$ cat config.mk
export PLATFORM = sky130hd
export DESIGN_NAME = alu_result_stage_flat
export DESIGN_NICKNAME = d
export VERILOG_FILES = /design/src/rtl/alu_result_stage_if.sv /design/src/rtl/alu_result_stage.sv /design/src/flat_wrapper.sv
export SDC_FILE = /design/constraint.sdc
export NUM_CORES = 1
export LEC_CHECK = 0
export CAP_MARGIN = 20
export CORE_UTILIZATION = 49
export DETAILED_ROUTE_END_ITERATION = 10
export PLACE_DENSITY = 0.87
export SLEW_MARGIN = 20
export SYNTH_ARGS = -nofsm -noshare
export SYNTH_HDL_FRONTEND = slang
export SYNTH_SLANG_ARGS = --single-unit
$ cat constraint.sdc
create_clock -name clk -period 5.61 [get_ports clk]
set_clock_uncertainty 0.05 [all_clocks]
set_input_delay 0.561 -clock clk [delete_from_list [all_inputs] [get_ports clk]]
set_output_delay 0.561 -clock clk [all_outputs]
set_load 0.02 [all_outputs]
$ cat src/rtl/alu_result_stage_if.sv
// Bus between the ALU, the result stage and the downstream consumer.
// master: the side that drives ALU results and consumes the head entry (ALU + consumer).
// slave:  the result stage itself.
interface alu_result_stage_if #(
    parameter int unsigned WIDTH = 6
);
    // ALU -> stage
    logic             in_valid;
    logic             in_ready;
    logic [3:0]       ALUOp;
    logic [WIDTH-1:0] Result;
    logic             CarryOut;
    logic             a_msb;
    logic             b_msb;
    // stage -> consumer
    logic             out_valid;
    logic             out_ready;
    logic [WIDTH-1:0] out_result;
    logic             out_carry;
    logic             out_zero;
    logic             out_neg;
    logic             out_ovf;

    modport master (
        output in_valid, ALUOp, Result, CarryOut, a_msb, b_msb, out_ready,
        input  in_ready, out_valid, out_result, out_carry, out_zero, out_neg, out_ovf
    );

    modport slave (
        input  in_valid, ALUOp, Result, CarryOut, a_msb, b_msb, out_ready,
        output in_ready, out_valid, out_result, out_carry, out_zero, out_neg, out_ovf
    );
endinterface

$ cat src/rtl/alu_result_stage.sv
// Registered result stage behind the ripple ALU: small FIFO of results with flags,
// a carry register for chained multi-word add/sub, and a saturating op counter.
// Optional feature: define ALU_OVF_FLAG_EN to store and drive a signed-overflow flag.
module alu_result_stage #(
    parameter int unsigned WIDTH = 6,
    parameter int unsigned DEPTH = 2
) (
    input  logic                clk,
    input  logic                rst_n,
    input  logic                flush,
    alu_result_stage_if.slave   bus,
    output logic                carry_next,
    output logic [7:0]          op_count
);
    localparam int unsigned PW = (DEPTH > 1) ? $clog2(DEPTH) : 1;
    localparam int unsigned CW = $clog2(DEPTH + 1);
    localparam logic [3:0] OP_ADD = 4'b0010;
    localparam logic [3:0] OP_SUB = 4'b0110;

    logic [WIDTH-1:0] r_mem_result [DEPTH];
    logic             r_mem_carry  [DEPTH];
    logic             r_mem_zero   [DEPTH];
    logic             r_mem_neg    [DEPTH];
    logic [PW-1:0]    r_wptr;
    logic [PW-1:0]    r_rptr;
    logic [CW-1:0]    r_count;
    logic             r_carry_next;
    logic [7:0]       r_op_count;

    logic w_push;
    logic w_pop;
    logic w_in_ready;
    logic w_out_valid;
    logic w_is_arith;
    logic w_ovf;

    // No bypass: a full FIFO refuses input even if the head leaves this cycle.
    assign w_in_ready  = (r_count < CW'(DEPTH));
    assign w_out_valid = (r_count != '0);
    assign w_push      = bus.in_valid && w_in_ready;
    assign w_pop       = w_out_valid && bus.out_ready;
    assign w_is_arith  = (bus.ALUOp == OP_ADD) || (bus.ALUOp == OP_SUB);

`ifdef ALU_OVF_FLAG_EN
    logic r_mem_ovf [DEPTH];

    // Signed overflow from operand and result sign bits; only add/sub can overflow.
    always_comb begin
        w_ovf = 1'b0;
        if (bus.ALUOp == OP_ADD) begin
            w_ovf = (bus.a_msb == bus.b_msb) && (bus.Result[WIDTH-1] != bus.a_msb);
        end else if (bus.ALUOp == OP_SUB) begin
            w_ovf = (bus.a_msb != bus.b_msb) && (bus.Result[WIDTH-1] != bus.a_msb);
        end
    end

    // Overflow storage alongside the other per-entry flags.
    always_ff @(posedge clk) begin
        if (w_push && !flush) begin
            r_mem_ovf[r_wptr] <= w_ovf;
        end
    end
`else
    logic w_unused_msb;
    assign w_unused_msb = bus.a_msb ^ bus.b_msb;
    assign w_ovf        = 1'b0;
`endif

    // Entry storage; contents are don't-care while not counted as valid, so no reset.
    always_ff @(posedge clk) begin
        if (w_push && !flush) begin
            r_mem_result[r_wptr] <= bus.Result;
            r_mem_carry[r_wptr]  <= bus.CarryOut;
            r_mem_zero[r_wptr]   <= ~|bus.Result;
            r_mem_neg[r_wptr]    <= bus.Result[WIDTH-1];
        end
    end

    // Pointers, occupancy, carry chain and op counter; flush beats push/pop.
    always_ff @(posedge clk or negedge rst_n) begin
        if (!rst_n) begin
            r_wptr       <= '0;
            r_rptr       <= '0;
            r_count      <= '0;
            r_carry_next <= 1'b0;
            r_op_count   <= '0;
        end else if (flush) begin
            r_wptr       <= '0;
            r_rptr       <= '0;
            r_count      <= '0;
            r_carry_next <= 1'b0;
            r_op_count   <= '0;
        end else begin
            if (w_push) begin
                r_wptr <= r_wptr + PW'(1);
                if (w_is_arith) begin
                    r_carry_next <= bus.CarryOut;
                end
                if (r_op_count != 8'hFF) begin
                    r_op_count <= r_op_count + 8'd1;
                end
            end
            if (w_pop) begin
                r_rptr <= r_rptr + PW'(1);
            end
            case ({w_push, w_pop})
                2'b10:   r_count <= r_count + CW'(1);
                2'b01:   r_count <= r_count - CW'(1);
                default: r_count <= r_count;
            endcase
        end
    end

    // Head outputs read zero while the FIFO is empty.
    always_comb begin
        bus.out_result = '0;
        bus.out_carry  = 1'b0;
        bus.out_zero   = 1'b0;
        bus.out_neg    = 1'b0;
        bus.out_ovf    = 1'b0;
        if (w_out_valid) begin
            bus.out_result = r_mem_result[r_rptr];
            bus.out_carry  = r_mem_carry[r_rptr];
            bus.out_zero   = r_mem_zero[r_rptr];
            bus.out_neg    = r_mem_neg[r_rptr];
`ifdef ALU_OVF_FLAG_EN
            bus.out_ovf    = r_mem_ovf[r_rptr];
`endif
        end
    end

    assign bus.in_ready  = w_in_ready;
    assign bus.out_valid = w_out_valid;
    assign carry_next    = r_carry_next;
    assign op_count      = r_op_count;
endmodule

$ cat src/flat_wrapper.sv
// flat-port wrapper written by rule: the top's interface ports become plain ports
module alu_result_stage_flat 
#(
    parameter int unsigned WIDTH = 6,
    parameter int unsigned DEPTH = 2
)
  (clk, rst_n, flush, carry_next, op_count, bus_in_valid, bus_ALUOp, bus_Result, bus_CarryOut, bus_a_msb, bus_b_msb, bus_out_ready, bus_in_ready, bus_out_valid, bus_out_result, bus_out_carry, bus_out_zero, bus_out_neg, bus_out_ovf);
  alu_result_stage_if #(.WIDTH(WIDTH)) bus_i ();
  input  logic clk;
  input  logic rst_n;
  input  logic flush;
  output logic carry_next;
  output logic [7:0] op_count;
  input wire logic [$bits(bus_i.in_valid)-1:0] bus_in_valid;
  input wire logic [$bits(bus_i.ALUOp)-1:0] bus_ALUOp;
  input wire logic [$bits(bus_i.Result)-1:0] bus_Result;
  input wire logic [$bits(bus_i.CarryOut)-1:0] bus_CarryOut;
  input wire logic [$bits(bus_i.a_msb)-1:0] bus_a_msb;
  input wire logic [$bits(bus_i.b_msb)-1:0] bus_b_msb;
  input wire logic [$bits(bus_i.out_ready)-1:0] bus_out_ready;
  output wire logic [$bits(bus_i.in_ready)-1:0] bus_in_ready;
  output wire logic [$bits(bus_i.out_valid)-1:0] bus_out_valid;
  output wire logic [$bits(bus_i.out_result)-1:0] bus_out_result;
  output wire logic [$bits(bus_i.out_carry)-1:0] bus_out_carry;
  output wire logic [$bits(bus_i.out_zero)-1:0] bus_out_zero;
  output wire logic [$bits(bus_i.out_neg)-1:0] bus_out_neg;
  output wire logic [$bits(bus_i.out_ovf)-1:0] bus_out_ovf;
  assign bus_i.in_valid = bus_in_valid;
  assign bus_i.ALUOp = bus_ALUOp;
  assign bus_i.Result = bus_Result;
  assign bus_i.CarryOut = bus_CarryOut;
  assign bus_i.a_msb = bus_a_msb;
  assign bus_i.b_msb = bus_b_msb;
  assign bus_i.out_ready = bus_out_ready;
  assign bus_in_ready = bus_i.in_ready;
  assign bus_out_valid = bus_i.out_valid;
  assign bus_out_result = bus_i.out_result;
  assign bus_out_carry = bus_i.out_carry;
  assign bus_out_zero = bus_i.out_zero;
  assign bus_out_neg = bus_i.out_neg;
  assign bus_out_ovf = bus_i.out_ovf;
  alu_result_stage #(.WIDTH(WIDTH), .DEPTH(DEPTH)) u_core (.clk(clk), .rst_n(rst_n), .flush(flush), .bus(bus_i), .carry_next(carry_next), .op_count(op_count));
endmodule
==> flow_summary.json, run 1 <==
{
  "status": "complete, no violations",
  "synthArstFlopShare_pct": 44.8,
  "hold_viol": 0,
  "min_period_ps": 2610,
  "nets": 172,
  "grt_max_degree": 20,
  "slew_headroom_pct": 31.3,
  "crit_type": "flip-flop to output pin",
  "cts-resized-gates": 0,
  "core-area_um2": 2760,
  "cp-start-kind": "flip-flop",
  "crit_slowest_cell": "clkdlybuf4s50_1",
  "via_per_inst": 5.53,
  "post-route-period-util_pct": 46.5,
  "worstPathBufferInverterCount": 1,
  "crit_chain": "nor2_1, nor2_1, clkdlybuf4s50_1",
  "drc": 0,
  "ir_drop_v": 0.000165,
  "syn2layout_area_growth_pct": 27.7,
  "ant_nets": 0,
  "clk_pin_slew_ps": 100,
  "die_area_um2": 3120,
  "antenna_found_initial": 0,
  "cap_violations": 0,
  "drive_gt1_share_pct": 10.4,
  "synth_top_family_by_area": "simple AND/OR/NAND/NOR gates",
  "grt_pass1_wl_mm": 4.51,
  "min_to": "u_core.r_wptr",
  "max_stage_delay_ps": 560,
  "hold_class": "flip-flop to flip-flop",
  "worstReg2RegEnd": "u_core.r_mem_result[0][4]",
  "regToRegStartpoint": "u_core.r_count[1]",
  "clock-root-buffer": "clkbuf_4",
  "whs_path_depth": 2,
  "p_leak_nw": 0.666,
  "post_cts_buffers": 0,
  "hold_buffers": 0,
  "critPathTopFamily": "simple AND/OR/NAND/NOR gates",
  "synth_cell_type_count": 41,
  "drv_slew": 0,
  "synth_top_area_share_pct": 33.8,
  "rsz0062_at_grt": "false",
  "setup_viol": 0,
  "synth_top_cell_by_area": "edfxtp_1",
  "dp_hpwl_mm": 1.99,
  "num-fill-cells": 228,
  "synth_area_um2": 1420,
  "diodes": 0,
  "crit_required_ps": 5000,
  "worstPathArrival_ps": 2000,
  "synth_area_leaders": "edfxtp_1, dfrtp_1, mux2i_1",
  "crit_path_end_kind": "output pin",
  "reg2reg_depth": 2,
  "dr.pass1.iters": 4,
  "p_per_area_nw_per_um2": 240,
  "hp-start": "u_core.r_wptr",
  "synthSimpleGateAreaFrac_pct": 18.9,
  "rrSetupSlack_ps": 3660,
  "grt_pass1_vias": 1019,
  "initial_core_util_pct": 51.5,
  "cts_tree": "yes",
  "final_common_cell": "clkdlybuf4s50_1",
  "io_buffer_count": 34,
  "routedWlPerCell_um": 14.6,
  "numClockSinks": 29,
  "fin_setup_tns_ps": 0,
  "io_pins": 39,
  "synth_xor_area_share_pct": 1.23,
  "cpMostUsedCell": "nor2_1",
  "num_vias": 1023,
  "synthMuxAreaShare_pct": 8.72,
  "synth_adder_area_share_pct": 0.881,
  "grt_usage_pct": 18.9,
  "ys.flop_type": "edfxtp_1",
  "power.total_mw": 0.435,
  "synth.avg_cell_area_um2": 11.9,
  "ys_seq_area_share_pct": 56.7,
  "gp_congestion": 0.784,
  "wirelength_mm": 2.70,
  "fmax_ghz": 0.383,
  "cp_max_fo": 10,
  "fp.dieH_um": 55.8,
  "timing_worst_slew_pin_value_ps": 1020,
  "htree_levels": 2,
  "rows": 19,
  "clock_path_buffers": 2,
  "overflow": 0,
  "synth_nets": 138,
  "synth_edf_count": 16,
  "drtIter0Drc": 31,
  "synth_cells": 119,
  "die_w_um": 55.8,
  "clk_latency_ps": 320,
  "cts_buffers": 5,
  "final_cell_mix": "clkdlybuf4s50_1, nor2_1, edfxtp_1",
  "synth-compound-area-share_pct": 8.63,
  "yosysWarningCount": 0,
  "ys_ff_latch": 29
}
report_power, final:
group          internal (mW)  leakage, nW  total [mW]  switching [mW]
Sequential             0.234        0.325       0.244         0.00962
Clock                 0.0471       0.0310       0.120          0.0725
Combinational         0.0354        0.310      0.0713          0.0359
Total                  0.317        0.666       0.435           0.118
cell families (layout without fill, tap and decap cells):
family	after synthesis	in the layout
compound gates	17	17
xor+xnor	2	2
fa+ha+maj	1	1
buf+inv	12	47
flops	29	29
mux	12	12
other cells	1	1
simple gates	45	45
cell usage after synthesis, types with 2 or more instances:
cell,instances
a211oi_2,2
a21oi_1,6
buf_4,3
clkbuf_1,2
dfrtp_1,13
edfxtp_1,16
inv_1,5
mux2_1,3
mux2i_1,9
nand2b_1,4
nand3_1,2
nand3b_1,2
nor2_1,16
nor2b_1,4
nor3_1,6
sequential cells by signal (all words and copies together) (netlist names):
signal               cells
u_core.r_wptr            1
u_core.carry_next        1
u_core.op_count          8
u_core.r_count           2
u_core.r_mem_result     10
u_core.r_mem_zero        2
u_core.r_mem_neg         2
u_core.r_mem_carry       2
u_core.r_rptr            1
layout make-up:
class                   count  area (µm²)  area share, %
multi-input cells          78         554           30.6
repair buffers             34         340           18.8
clock buffers               5        37.5           2.07
inverters                   5        18.8           1.04
well taps                  31        38.8           2.14
clock inverters             3        17.5          0.966
flip-flops and latches     29         806           44.4
stage by stage:
| step | cells | setup WS (ps) | util [%] | instance area (µm²) | hold slack (ps) |
|---|---|---|---|---|---|
| 2_1_floorplan | 119 | 3530 | - | 1420 | 215 |
| 5_1_grt | 185 | 2840 | 65.7 | 1810 | 557 |
| 3_3_place_gp | 177 | 2840 | 63.6 | 1750 | 494 |
| 3_5_place_dp | 177 | 2780 | 63.6 | 1750 | 517 |
| 6_report | 185 | 3000 | 65.7 | 1810 | 533 |
| 4_1_cts | 185 | 2970 | 65.6 | 1810 | 534 |
worst max-delay path by stage:
| stage | end | slack [ps] | startpoint | cells after the start |
|---|---|---|---|---|
| floorplan | u_core.r_mem_carry[1] | 3530 | flush | 3 |
| global placement | u_core.r_mem_neg[1] | 2840 | flush | 2 |
| detailed placement | u_core.r_mem_result[1][4] | 2780 | flush | 2 |
| CTS | bus_out_neg | 2970 | u_core.r_count[1] | 3 |
| global route | bus_out_neg | 2840 | u_core.r_count[1] | 3 |
| finish | bus_out_neg | 3000 | u_core.r_count[1] | 3 |
metal layers:
metal,global-route usage (%),part of all wire (%),vias up
li1,-,-,497
met1,21.9,42,486
met2,34.3,51,34
met3,5.58,5.9,6
met4,5.23,1.3,0
met5,0,0,-
worst register-to-register path: cells and delay by family (launching register included):
family	cells	cell delay [ps]
simple gates	2	1040
flops	1	490
(Power assumes the default switching activity.)
==> inputs of run 2 (changes only) <==
--- a/config.mk
+++ b/config.mk
@@ -6,9 +6,9 @@
 export NUM_CORES = 1
 export LEC_CHECK = 0
 export CAP_MARGIN = 20
-export CORE_UTILIZATION = 49
+export CORE_UTILIZATION = 43
 export DETAILED_ROUTE_END_ITERATION = 10
-export PLACE_DENSITY = 0.87
+export PLACE_DENSITY = 0.82
 export SLEW_MARGIN = 20
 export SYNTH_ARGS = -nofsm -noshare
 export SYNTH_HDL_FRONTEND = slang
==> constraint.sdc (replaced) <==
create_clock -name clk -period 2.1 [get_ports clk]
set_clock_uncertainty 0.05 [all_clocks]
set_input_delay 0.21 -clock clk [delete_from_list [all_inputs] [get_ports clk]]
set_output_delay 0.21 -clock clk [all_outputs]
set_load 0.02 [all_outputs]
==> run 2 against run 1 <==
Effect of this change: sequential power increased to 2.7 times the previous value; combinational power rose to 2.8 times the previous value; clock power grew to 3.6 times the previous value; die area is 13% higher; flip-flop and latch count unchanged; critical path depth stayed put; power rose to 2.9 times the previous value; final cell count increased by 9.7%; design area increased by 4.6%; first-iteration DRC count is 16% lower; sequential share of layout area decreased by 1.8 points; global-route usage rose by 0.54 points; largest power group unchanged.
==> flow_summary.json, run 2 (synthesis results as in run 1) <==
{
  "rows": 20,
  "hold_class": "input pin to asynchronous set/reset pin",
  "rsz0062_at_grt": "false",
  "grt_max_degree": 14,
  "wl_met2_mm": 1.54,
  "drive_gt1_share_pct": 13.2,
  "wl_met3_um": 177,
  "drc": 0,
  "cp-start-kind": "flip-flop",
  "placed_cells": 195,
  "dpl_cell_area_um2": 1810,
  "setup_viol": 0,
  "numClockSinks": 29,
  "grt_usage_pct": 19.5,
  "multi_input_area_um2": 557,
  "min_period_ps": 1960,
  "post-route-period-util_pct": 93.4,
  "final_cell_mix": "clkdlybuf4s50_1, edfxtp_1, nor2_1",
  "p_leak_nw": 0.729,
  "drtIter0Drc": 26,
  "cp_max_fo": 9,
  "p_per_area_nw_per_um2": 674,
  "nets": 177,
  "top_register": "u_core.r_mem_result",
  "diodes": 0,
  "crit_required_ps": 1840,
  "fin_ws_ps": 138,
  "die_area_um2": 3540,
  "timing_worst_slew_pin_value_ps": 597,
  "status": "complete, no violations",
  "clk_pin_slew_ps": 90,
  "dp_hpwl_mm": 2.13,
  "final_common_cell": "clkdlybuf4s50_1",
  "ir_drop_v": 0.000557,
  "largest_reg_flops": 10,
  "crit_chain": "mux2i_1, nor2_1, clkdlybuf4s50_1",
  "fp.dieH_um": 59.5,
  "gp_congestion": 0.833,
  "clock_path_buffers": 2,
  "via_per_inst": 5.26,
  "cts_buffers": 5,
  "num_vias": 1068,
  "critPathTopFamily": "buffers and inverters",
  "hold_viol": 0,
  "cap_violations": 0,
  "ant_nets": 0,
  "clock-root-buffer": "clkbuf_4",
  "reg2reg_depth": 4,
  "grt_pass1_vias": 1068,
  "htree_levels": 2,
  "post_cts_buffers": 0,
  "syn2layout_area_growth_pct": 33.6,
  "cts-resized-gates": 3,
  "crit_start": "u_core.r_rptr",
  "rrSetupSlack_ps": 380,
  "crit_path_end_kind": "output pin",
  "core-area_um2": 3100,
  "grt_pass1_wl_mm": 4.85,
  "crit_slowest_cell": "clkdlybuf4s50_1",
  "dr.pass1.iters": 4,
  "io_buffer_count": 34,
  "max_stage_delay_ps": 610,
  "worstReg2RegEnd": "u_core.op_count[5]",
  "overflow": 0,
  "drv_slew": 0,
  "clk_latency_ps": 320,
  "instances_no_fill": 203,
  "fin_setup_tns_ps": 0,
  "worstPathArrival_ps": 1700,
  "worstPathBufferInverterCount": 1,
  "wl_met1_mm": 1.16,
  "cp.depth": 3,
  "routed.top_layer": "met4",
  "seq_area_um2": 808,
  "design_area_um2": 1900,
  "cts_tree": "yes",
  "fmax_ghz": 0.510,
  "power.total_mw": 1.28,
  "io_pins": 39,
  "num-fill-cells": 267,
  "preCtsSetupSlack_ps": 131,
  "die_w_um": 59.5,
  "regToRegStartpoint": "u_core.op_count[0]",
  "whs_ps": 207,
  "crit_type": "flip-flop to output pin",
  "post-route-util_pct": 61.1,
  "slew_headroom_pct": 60.1,
  "antenna_found_initial": 0,
  "hold_buffers": 0,
  "wirelength_mm": 2.90,
  "routedWlPerCell_um": 14.3,
  "initial_core_util_pct": 45.8,
  "crit_path_end": "bus_out_result[2]"
}
## run 2: cell types whose count changed in the layout (fill, tap and decap cells not counted), moves of 2 or more
cell and change:
dlymetal6s2s_1 +2, clkinv_2 -2, dfrtp_1 -2, clkdlybuf4s50_1 -2
buf_4 +5, dfrtp_2 +2
## run 2: final cells by class
| class | count | area share [%] |
|---|---|---|
| Multi-Input combinational cell | 78 | 29.4 |
| Tap cell | 44 | 2.90 |
| Timing Repair Buffer | 39 | 20.2 |
| Clock inverter | 2 | 1.78 |
| Inverter | 5 | 0.989 |
| Clock buffer | 6 | 2.18 |
| Sequential cell | 29 | 42.6 |
## run 2: layer usage
metal | global-route usage [%] | vias to the layer above
li1 | - | 507
met1 | 21.1 | 515
met2 | 35.2 | 44
met3 | 6.99 | 2
met4 | 6.12 | 0
met5 | 0 | -
## run 2: worst register-to-register path, stage by stage (launching register included)
cell      delay (ps)
dfrtp_1          460
ha_1             280
and3_2           270
a211oi_2         210
mux2_1           330
## run 2: worst min path at each step
stage                              from                  to  slack, ps  cells after the start
after floorplan                   rst_n   u_core.carry_next       -140                      0
after detailed placement  u_core.r_wptr       u_core.r_wptr        520                      2
final                             rst_n  u_core.op_count[0]        210                      1
after global placement    u_core.r_wptr       u_core.r_wptr        490                      2
after CTS                         rst_n  u_core.op_count[0]        220                      1
after global routing              rst_n  u_core.op_count[1]        240                      1
## run 2: power by group
part           internal, mW  switching, mW  leakage (nW)
combinational         0.101         0.0975         0.367
sequential            0.626         0.0276         0.322
clock                 0.248          0.178        0.0399
total                 0.975          0.304         0.729
